==> src/rtl/uart_tx_if.sv <==
// Byte-request handshake between a sender and the UART transmitter.
// data_valid/tx_ready: a byte moves on a rising sys_clk edge where both are high; tx_ready never waits on data_valid.
`timescale 1ns/1ps
interface uart_tx_if;
    logic [7:0] data_in;
    logic       data_valid;
    logic       tx_ready;

    modport master (
        output data_in,
        output data_valid,
        input  tx_ready
    );

    modport slave (
        input  data_in,
        input  data_valid,
        output tx_ready
    );
endinterface

==> src/rtl/uart_tx.sv <==
// UART transmitter: start bit, 8 data bits LSB first, optional parity, one stop bit.
// Bit timing is derived internally from sys_clk; TX and all status outputs are registered.
`timescale 1ns/1ps
module uart_tx #(
    parameter int CLKS_PER_BIT = 868,
    parameter int PARITY_EN    = 0,
    parameter int PARITY_ODD   = 0
) (
    input  logic       sys_clk,
    input  logic       rst,
    uart_tx_if.slave   bus,
    output logic       TX,
    output logic       busy,
    output logic       tx_done,
    output logic [2:0] dbg_state
);

    localparam int CW = (CLKS_PER_BIT > 2) ? $clog2(CLKS_PER_BIT) : 1;
    localparam logic [CW-1:0] CNT_LAST = CW'(CLKS_PER_BIT - 1);

    typedef enum logic [2:0] {
        IDLE   = 3'd0,
        START  = 3'd1,
        DATA   = 3'd2,
        PARITY = 3'd3,
        STOP   = 3'd4
    } state_t;

    state_t        state;
    logic [CW-1:0] cnt;
    logic [2:0]    bit_idx;
    logic [7:0]    shreg;
    logic          par_bit;
    logic          tx_r;
    logic          ready_r;
    logic          busy_r;
    logic          done_r;

    always_ff @(posedge sys_clk or negedge rst) begin
        if (!rst) begin
            state   <= IDLE;
            cnt     <= '0;
            bit_idx <= '0;
            shreg   <= '0;
            par_bit <= 1'b0;
            tx_r    <= 1'b1;
            ready_r <= 1'b1;
            busy_r  <= 1'b0;
            done_r  <= 1'b0;
        end else begin
            done_r <= 1'b0;
            if (state == IDLE) begin
                // The start bit goes out on the very edge that takes the byte.
                if (bus.data_valid) begin
                    shreg   <= bus.data_in;
                    par_bit <= (^bus.data_in) ^ 1'(PARITY_ODD);
                    tx_r    <= 1'b0;
                    ready_r <= 1'b0;
                    busy_r  <= 1'b1;
                    cnt     <= '0;
                    bit_idx <= '0;
                    state   <= START;
                end
            end else if (cnt == CNT_LAST) begin
                cnt <= '0;
                case (state)
                    START: begin
                        tx_r    <= shreg[0];
                        bit_idx <= '0;
                        state   <= DATA;
                    end
                    DATA: begin
                        if (bit_idx == 3'd7) begin
                            if (PARITY_EN != 0) begin
                                tx_r  <= par_bit;
                                state <= PARITY;
                            end else begin
                                tx_r  <= 1'b1;
                                state <= STOP;
                            end
                        end else begin
                            shreg   <= shreg >> 1;
                            tx_r    <= shreg[1];
                            bit_idx <= bit_idx + 3'd1;
                        end
                    end
                    PARITY: begin
                        tx_r  <= 1'b1;
                        state <= STOP;
                    end
                    STOP: begin
                        ready_r <= 1'b1;
                        busy_r  <= 1'b0;
                        done_r  <= 1'b1;
                        state   <= IDLE;
                    end
                    default: begin
                        tx_r  <= 1'b1;
                        state <= IDLE;
                    end
                endcase
            end else begin
                cnt <= cnt + CW'(1);
            end
        end
    end

    assign bus.tx_ready = ready_r;
    assign TX           = tx_r;
    assign busy         = busy_r;
    assign tx_done      = done_r;
    assign dbg_state    = state;

endmodule

==> src/flat_wrapper.sv <==
// flat-port wrapper written by rule: the top's interface ports become plain ports
module uart_tx_flat 
#(
    parameter int CLKS_PER_BIT = 868,
    parameter int PARITY_EN    = 0,
    parameter int PARITY_ODD   = 0
)
  (sys_clk, rst, TX, busy, tx_done, dbg_state, bus_data_in, bus_data_valid, bus_tx_ready);
  uart_tx_if bus_i ();
  input  logic sys_clk;
  input  logic rst;
  output logic TX;
  output logic busy;
  output logic tx_done;
  output logic [2:0] dbg_state;
  input wire logic [$bits(bus_i.data_in)-1:0] bus_data_in;
  input wire logic [$bits(bus_i.data_valid)-1:0] bus_data_valid;
  output wire logic [$bits(bus_i.tx_ready)-1:0] bus_tx_ready;
  assign bus_i.data_in = bus_data_in;
  assign bus_i.data_valid = bus_data_valid;
  assign bus_tx_ready = bus_i.tx_ready;
  uart_tx #(.CLKS_PER_BIT(CLKS_PER_BIT), .PARITY_EN(PARITY_EN), .PARITY_ODD(PARITY_ODD)) u_core (.sys_clk(sys_clk), .rst(rst), .bus(bus_i), .TX(TX), .busy(busy), .tx_done(tx_done), .dbg_state(dbg_state));
endmodule
==> config.mk <==
export PLATFORM = sky130hd
export DESIGN_NAME = uart_tx_flat
export DESIGN_NICKNAME = d
export VERILOG_FILES = /design/src/rtl/uart_tx_if.sv /design/src/rtl/uart_tx.sv /design/src/flat_wrapper.sv
export SDC_FILE = /design/constraint.sdc
export NUM_CORES = 1
export LEC_CHECK = 0
export CORE_ASPECT_RATIO = 0.6
export CORE_MARGIN = 5
export CORE_UTILIZATION = 30
export CTS_CLUSTER_DIAMETER = 60
export CTS_CLUSTER_SIZE = 40
export DETAILED_ROUTE_END_ITERATION = 6
export PLACE_DENSITY_LB_ADDON = 0.05
export SLEW_MARGIN = 10
export SYNTH_ARGS = -nofsm -noshare
export SYNTH_HDL_FRONTEND = slang
export SYNTH_SLANG_ARGS = --single-unit
==> constraint.sdc <==
create_clock -name sys_clk -period 2.8 [get_ports sys_clk]
set_input_delay 0.42 -clock sys_clk [delete_from_list [all_inputs] [get_ports sys_clk]]
set_output_delay 0.42 -clock sys_clk [all_outputs]
set_load 0.02 [all_outputs]
==> reports/results.ini, run 1 <==
[power]
p_comb_share_pct = 27.7
power.internal_uw = 816
sw_frac_of_total_pct = 33.4
switching_power_uw = 408
peakVddDrop_uv = 196
p_seq_share_pct = 51.5
p_per_area_nw_per_um2 = 671
p_leak_nw = 0.779
pwr-share-clk_pct = 20.8

[placed_design]
gp_congestion = 0.741
placed_cells = 236
dpl.hpwl_microns = 2520
post-place-ws_ps = 229
port_buffers = 17

[setup_path]
critPathRequiredTime_ps = 2960
cp_max_fo = 8
critPathKind = reg2reg
critPathLaunch = u_core.cnt[0]
r2r-start = u_core.cnt[0]
crit_path_end_kind = flip-flop
start_kind = flip-flop
arrival_ps = 2460

[global_routing]
grt_pass1_wl_microns = 6080
grt_max_degree = 29
grt_overflow = 0
first_global_vias = 1222
grt_use_total_pct = 11.7
grt_antenna_before_repair = 0

[synth]
synth-seq-cells = 28
synthXorXnorAreaFrac_pct = 0
synth_warnings = 0
yosys-top-cells-area = dfrtp_1 43%, nand2_1 7.0%, mux2_2 5.2%
yosys.area.top_type = dfrtp_1
avgSynthCellArea_sq_um = 9.64
ys.flop_type = dfrtp_1
synthTopCellsByCount = 28 x nand2_1, 26 x dfrtp_1, 14 x o21ai_0, 8 x nor2_1
synth_fa_ha_area_share_pct = 2.50
synthMuxAreaShare_pct = 5.24
synth_compound_area_share_pct = 22.4
synth_nets = 170
synth_edf_count = 0
yosysSeqAreaShare_pct = 46.8
synth_top_family_by_area = compound AO/OA/AOI/OAI gates
synth_top_area_share_pct = 43.3
postSynth.asyncResetShare_pct = 100
synthCells = 156
ys_types = 37
synthesis.area_sq_um = 1500
synth-simple-area-share_pct = 20.0
synth.most_common_cell = nand2_1

[sta]
setup_tns_ps = 0
fin_crit_ps = 2300
rsz0062_at_grt = false
skew_ps = 10.1
tightest_slew_ps = 610
hold_viol_final = 0
fin_ws_ps = 501
fmax_mhz = 435
slew_headroom_pct = 59.4
report.final.setup_viol = 0
maxSlewViolCount = 0
fin_crit_sh_pct = 82.1

[clock_tree]
postCtsSetupBuffers = 0
hold_buffers = 0
clk_pin_slew_worst_paths_ps = 100
ctsResizeCount = 0
cts_tree = yes
cts_max_level = 1
cts_buffers = 3
cts_root_buf = clkbuf_8
clock_latency_ps = 280
clock_path_buffers = 2
cts_sinks = 28

[outcome]
status = completed

[finish]
finalNonFillerCells = 240
final-seq-area_sq_um = 703
final_nets = 189
multiInputGateArea_sq_um = 754
drive_gt1_share_pct = 16.1
synthToLayoutAreaGrowth_pct = 21.4
num_antenna_cells = 0
fillers = 511

[route]
routed_via_density = 5.06
drcViolationCount = 0
initialDrtViolationCount = 51
dr.pass1.iters = 4
wl_microns = 3520
vias = 1214
drtAntennaViolNets = 0
wl_per_cell_microns = 14.7

[worst_hold_path]
hp-start = u_core.cnt[9]
hold_path.class = reg2reg

[floorplan]
start_util_pct = 30.4
die_y_microns = 64.8
core_area_sq_um = 4950
die-area_sq_um = 6580
die_x_microns = 101
fp-row-count = 20
io_pins = 18

[flow_run]
maxCapViolations = 0

metrics by stage:
stage | hold slack [ps] | total power, mW | util (%) | instance area (sq um)
3_3_place_gp | 470 | 0.966 | 35.7 | 1770
6_report | 512 | 1.22 | 36.8 | 1830
2_1_floorplan | 124 | 0.862 | - | 1500
3_5_place_dp | 494 | 0.976 | 35.7 | 1770
4_1_cts | 510 | 1.24 | 36.8 | 1830
5_1_grt | 534 | 1.34 | 36.8 | 1830
critical path, stage by stage, from the launching register on:
cell and delay (ps):
dfrtp_1 400, ha_1 210, and4b_1 320, a41oi_2 230, a2111oi_4 620, mux2_2 400
final timing paths:
| kind | endpoint | slack, ps | depth (start not counted) |
|---|---|---|---|
| max reg2reg | u_core.shreg[2] | 500 | 5 |
| max | u_core.shreg[2] | 500 | 5 |
| min in group asynchronous | u_core.cnt[1] | 520 | 2 |
| min | u_core.cnt[9] | 510 | 1 |
| min reg2reg | u_core.cnt[9] | 510 | 1 |
| max in group asynchronous | u_core.TX | 1980 | 2 |
cell usage in the layout, fill, tap and decap left out, types with 4 or more instances in the layout:
cell	instances
clkdlybuf4s50_1	17
nand2_1	28
a21oi_1	6
mux2_2	7
and3_1	4
clkbuf_8	4
nand3_1	5
a31oi_1	5
buf_4	7
nor2_1	8
o21ai_0	14
dfrtp_1	26
registers in the layout, indices dropped and copies added, names as in the netlist:
name	cells
u_core.dbg_state	3
u_core.bit_idx	3
u_core.shreg	8
u_core.bus.tx_ready	1
u_core.busy	1
u_core.cnt	10
u_core.TX	1
u_core.tx_done	1
per-layer routing:
metal	part of all wire [%]	up-vias	global-route usage, %
li1	-	614	-
met1	54	576	16.7
met2	41	22	17.6
met3	3.9	2	3.01
met4	0.88	0	2.49
met5	0	-	0
power groups by stage:
stage | clock [mW] | combinational [mW] | sequential (mW)
2_1_floorplan | 0 | 0.266 | 0.596
3_3_place_gp | 0 | 0.331 | 0.635
3_5_place_dp | 0 | 0.340 | 0.636
4_1_cts | 0.270 | 0.342 | 0.629
5_1_grt | 0.291 | 0.390 | 0.655
6_report | 0.254 | 0.339 | 0.631
layout make-up:
class	count	area share, %
Timing Repair Buffer	24	12.2
Multi-Input combinational cell	116	41.3
Inverter	2	0.411
Clock buffer	4	3.02
Tap cell	66	4.52
Sequential cell	28	38.5
kinds of logic after synthesis:
kind of cell | Yosys count
buffers and inverters | 12
adders and majority gates | 3
AOI/OAI and AO/OA | 46
DFF | 28
muxes | 7
and+or+nand+nor | 60
(Power assumes the default switching activity.)
==> inputs of run 2 (changes only) <==
Clock period 2.8 ns to 2.22 ns, I/O delays scaled along.
==> reports/results.ini, run 2 (synthesis gave the netlist of run 1 again) <==
[outcome]
status = completed

[setup_path]
worstSetupEndpoint = u_core.shreg[3]
critPathRequiredTime_ps = 2390
worstReg2RegEnd = u_core.shreg[3]
cp_max_fo = 8
worstRegToRegCells = 6
r2r-start = u_core.cnt[0]
critPathLaunch = u_core.cnt[0]
arrival_ps = 2180
critPathKind = reg2reg
reg2reg_setup_slack_ps = 210
start_kind = flip-flop
crit_path_end_kind = flip-flop

[clock_tree]
clock_path_buffers = 2
cts_root_buf = clkbuf_8
cts_buffers = 3
cts_tree = yes
hold_buffers = 0
postCtsSetupBuffers = 0
cts_max_level = 1
cts_sinks = 28
ctsResizeCount = 0
clock_latency_ps = 280
clk_pin_slew_worst_paths_ps = 100

[floorplan]
die_x_microns = 101
fp-row-count = 20
die-area_sq_um = 6580
start_util_pct = 30.4
core_area_sq_um = 4950
io_pins = 18
die_y_microns = 64.8

[global_routing]
busiest_layer = met1
grt_max_degree = 29
met2_usage_pct = 17.7
grt_use_total_pct = 12.3
grt_pass1_wl_microns = 6430
grt_use_met1_pct = 18.5
grt_antenna_before_repair = 0
grtUsageMet3_pct = 2.90
grt_overflow = 0
first_global_vias = 1304

[finish]
finalNonFillerCells = 248
reg.largest.list = u_core.cnt x10, u_core.shreg x8
layout_commonest_cell = nand2_1
post-route-util_pct = 38.1
largest_reg_flops = 10
num_antenna_cells = 0
synthToLayoutAreaGrowth_pct = 25.4
layout_common_cells = 28 x nand2_1, 26 x dfrtp_1, 17 x clkdlybuf4s50_1
regMostFlops = u_core.cnt
drive_gt1_share_pct = 19.8
final_nets = 197

[sta]
skew_ps = 9.72
slew_headroom_pct = 71.3
fin_crit_ps = 2010
hold_viol_final = 0
rsz0062_at_grt = false
fmax_mhz = 496
maxSlewViolCount = 0
fin_crit_sh_pct = 90.7
setup_tns_ps = 0
report.final.setup_viol = 0
tightest_slew_ps = 429

[power]
p_leak_nw = 0.819
p_seq_share_pct = 49.4
peakVddDrop_uv = 271
p_comb_share_pct = 30.1
sw_frac_of_total_pct = 33.1
pwr-share-clk_pct = 20.5
power.internal_mw = 1.06
switching_power_uw = 525
p_per_area_nw_per_um2 = 840

[route]
vias = 1251
wl_per_cell_microns = 14.5
initialDrtViolationCount = 46
drtAntennaViolNets = 0
routed_via_density = 5.04
wl_microns = 3580
dr.pass1.iters = 4
drcViolationCount = 0

[placed_design]
placed_cells = 244
port_buffers = 17
gp_congestion = 0.775
dpl.hpwl_microns = 2640

[worst_hold_path]
hold_path.class = in2async

[flow_run]
maxCapViolations = 0

## run 2: worst min-delay path by stage
stage	slack, ps	start	endpoint	cells past startpoint
after global placement	470	u_core.cnt[9]	u_core.cnt[9]	1
after CTS	450	rst	u_core.cnt[0]	2
after global routing	480	rst	u_core.shreg[4]	2
after floorplan	40	rst	u_core.bit_idx[0]	0
final	430	rst	u_core.cnt[9]	2
after detailed placement	480	u_core.cnt[9]	u_core.cnt[9]	1
## run 2: critical path, stage by stage (launching register included)
cell and delay [ps]:
dfrtp_1 400, ha_1 210, and4b_1 250, a41oi_2 180
a2111oi_4 290, buf_4 210, mux2_2 340
## run 2: through the flow
stage               setup WS (ps)  power (mW)  cell area, sq um  hold WS (ps)
global route                 91.1        1.71              1890           476
global placement             36.4        1.26              1830           471
floorplan                    91.6        1.09              1500          37.4
detailed placement           34.4        1.27              1830           475
finish                        205        1.58              1890           426
CTS                           209        1.60              1890           446
## run 2: per-layer routing
layer,vias to the layer above,share of wire [%],routed length [microns]
li1,627,-,-
met1,598,55,1960
met2,24,41,1460
met3,2,3.8,136
met4,0,0.86,31
met5,-,0,0
## run 2: power groups by stage
| stage | clock network (mW) | logic (mW) | registers [mW] |
|---|---|---|---|
| floorplan | 0 | 0.336 | 0.751 |
| global placement | 0 | 0.468 | 0.788 |
| detailed placement | 0 | 0.482 | 0.788 |
| CTS | 0.343 | 0.482 | 0.780 |
| global route | 0.357 | 0.550 | 0.805 |
| finish | 0.325 | 0.476 | 0.782 |
## run 2: layout make-up
class | instances | area, sq um
timing repair buffer | 32 | 283
inverter | 2 | 7.51
fill | 510 | 3070
tap | 66 | 82.6
multi-input combinational | 116 | 754
sequential | 28 | 703
clock buffer | 4 | 55.1
==> inputs of run 3 (changes only) <==
Settings changed: MAX_ROUTING_LAYER from default to met4, TNS_END_PERCENT from default to 20.
==> reports/results.ini, run 3 (synthesis gave the netlist of run 1 again) <==
[finish]
reg.largest.list = u_core.cnt x10, u_core.shreg x8
regMostFlops = u_core.cnt
finalNonFillerCells = 248
largest_reg_flops = 10
drive_gt1_share_pct = 19.8
num_antenna_cells = 0
layout_common_cells = 28 x nand2_1, 26 x dfrtp_1, 17 x clkdlybuf4s50_1
layout_commonest_cell = nand2_1
final_nets = 197
design_area_sq_um = 1890
synthToLayoutAreaGrowth_pct = 25.4

[outcome]
status = completed

[floorplan]
die_y_microns = 64.8
die-area_sq_um = 6580
io_pins = 18
core_area_sq_um = 4950
fp-row-count = 20
die_x_microns = 101
start_util_pct = 30.4

[route]
wl_per_cell_microns = 14.4
drtAntennaViolNets = 0
routed_via_density = 5.05
vias = 1252
dr.pass1.iters = 4
initialDrtViolationCount = 42
wl_microns = 3580
drcViolationCount = 0

[clock_tree]
clock_path_buffers = 2
cts_max_level = 1
hold_buffers = 0
postCtsSetupBuffers = 0
clock_latency_ps = 280
cts_tree = yes
clk_pin_slew_worst_paths_ps = 100
cts_buffers = 3
cts_sinks = 28
ctsResizeCount = 0
cts_root_buf = clkbuf_8

[placed_design]
gp_congestion = 0.786
port_buffers = 17
dpl.hpwl_microns = 2640
placed_cells = 244
place_area_sq_um = 1830

[global_routing]
first_global_vias = 1305
grt_pass1_wl_microns = 6430
grt_antenna_before_repair = 0
grt_use_total_pct = 12.6
grt_max_degree = 29
grt_overflow = 0

[worst_hold_path]
hold_path.class = in2async

[setup_path]
arrival_ps = 2180
crit_path_end_kind = flip-flop
critPathKind = reg2reg
crit_family = compound AO/OA/AOI/OAI gates
slowest_stage = dfrtp_1
start_kind = flip-flop
cp_slowest_stage_delay_ps = 400
critPathRequiredTime_ps = 2390
crit_path_cell_trace = ha_1 -> and4b_1 -> a41oi_2 -> a2111oi_4 -> buf_4 -> mux2_2
path_buf_inv = 1
cp_max_fo = 8

[power]
p_leak_nw = 0.819
p_per_area_nw_per_um2 = 840
peakVddDrop_uv = 271
power_mw = 1.58

[sta]
setup_tns_ps = 0
tightest_slew_ps = 429
report.final.setup_viol = 0
fin_crit_ps = 2010
rsz0062_at_grt = false
skew_ps = 9.60
hold_viol_final = 0
fmax_mhz = 496
slew_headroom_pct = 71.3
fin_crit_sh_pct = 90.7
maxSlewViolCount = 0

[flow_run]
maxCapViolations = 0

## run 3: cell counts in the layout (fill, tap and decap cells not counted)
Identical to the previous run, type by type.
## run 3: report_power, final
group	internal (mW)	switching, mW	leakage [nW]	total, mW
clock	0.159	0.166	0.0288	0.325
sequential	0.655	0.127	0.341	0.782
combinational	0.244	0.232	0.449	0.476
total	1.06	0.525	0.819	1.58
## run 3: layer usage
metal	GRT usage (%)	share of wire (%)	vias to the layer above
li1	-	-	628
met1	18.3	55	598
met2	17.8	41	24
met3	2.90	3.8	2
met4	2.32	0.87	0
met5	-	0	-
## run 3: path summary, 6_finish.rpt
path	startpoint	end	slack [ps]	depth (start not counted)
setup / recovery	u_core.cnt[0]	u_core.shreg[3]	210	6
hold / removal	rst	u_core.cnt[9]	430	2
setup reg to reg	u_core.cnt[0]	u_core.shreg[3]	210	6
hold reg to reg	u_core.cnt[9]	u_core.cnt[9]	500	1
max in group asynchronous	rst	u_core.TX	1490	2
min in group sys_clk	u_core.cnt[9]	u_core.cnt[9]	500	1
## run 3: layout make-up
class                           instances  area [sq um]
Clock buffer                            4          55.1
Timing Repair Buffer                   32           283
Sequential cell                        28           703
Tap cell                               66          82.6
Inverter                                2          7.51
Fill cell                             510          3070
Multi-Input combinational cell        116           754
## run 3: worst reg2reg max path, cell delays in order (launching register included)
cell and delay (ps):
dfrtp_1 400, ha_1 210, and4b_1 250, a41oi_2 180
a2111oi_4 290, buf_4 210, mux2_2 340
## run 3: through the flow
step | worst slack [ps] | hold WS, ps | utilization, %
finish | 206 | 427 | 38.1
global route | 91.1 | 476 | 38.1
CTS | 209 | 446 | 38.1
detailed placement | 34.4 | 475 | 36.9
global placement | 36.4 | 471 | 36.9
floorplan | 91.6 | 37.4 | -
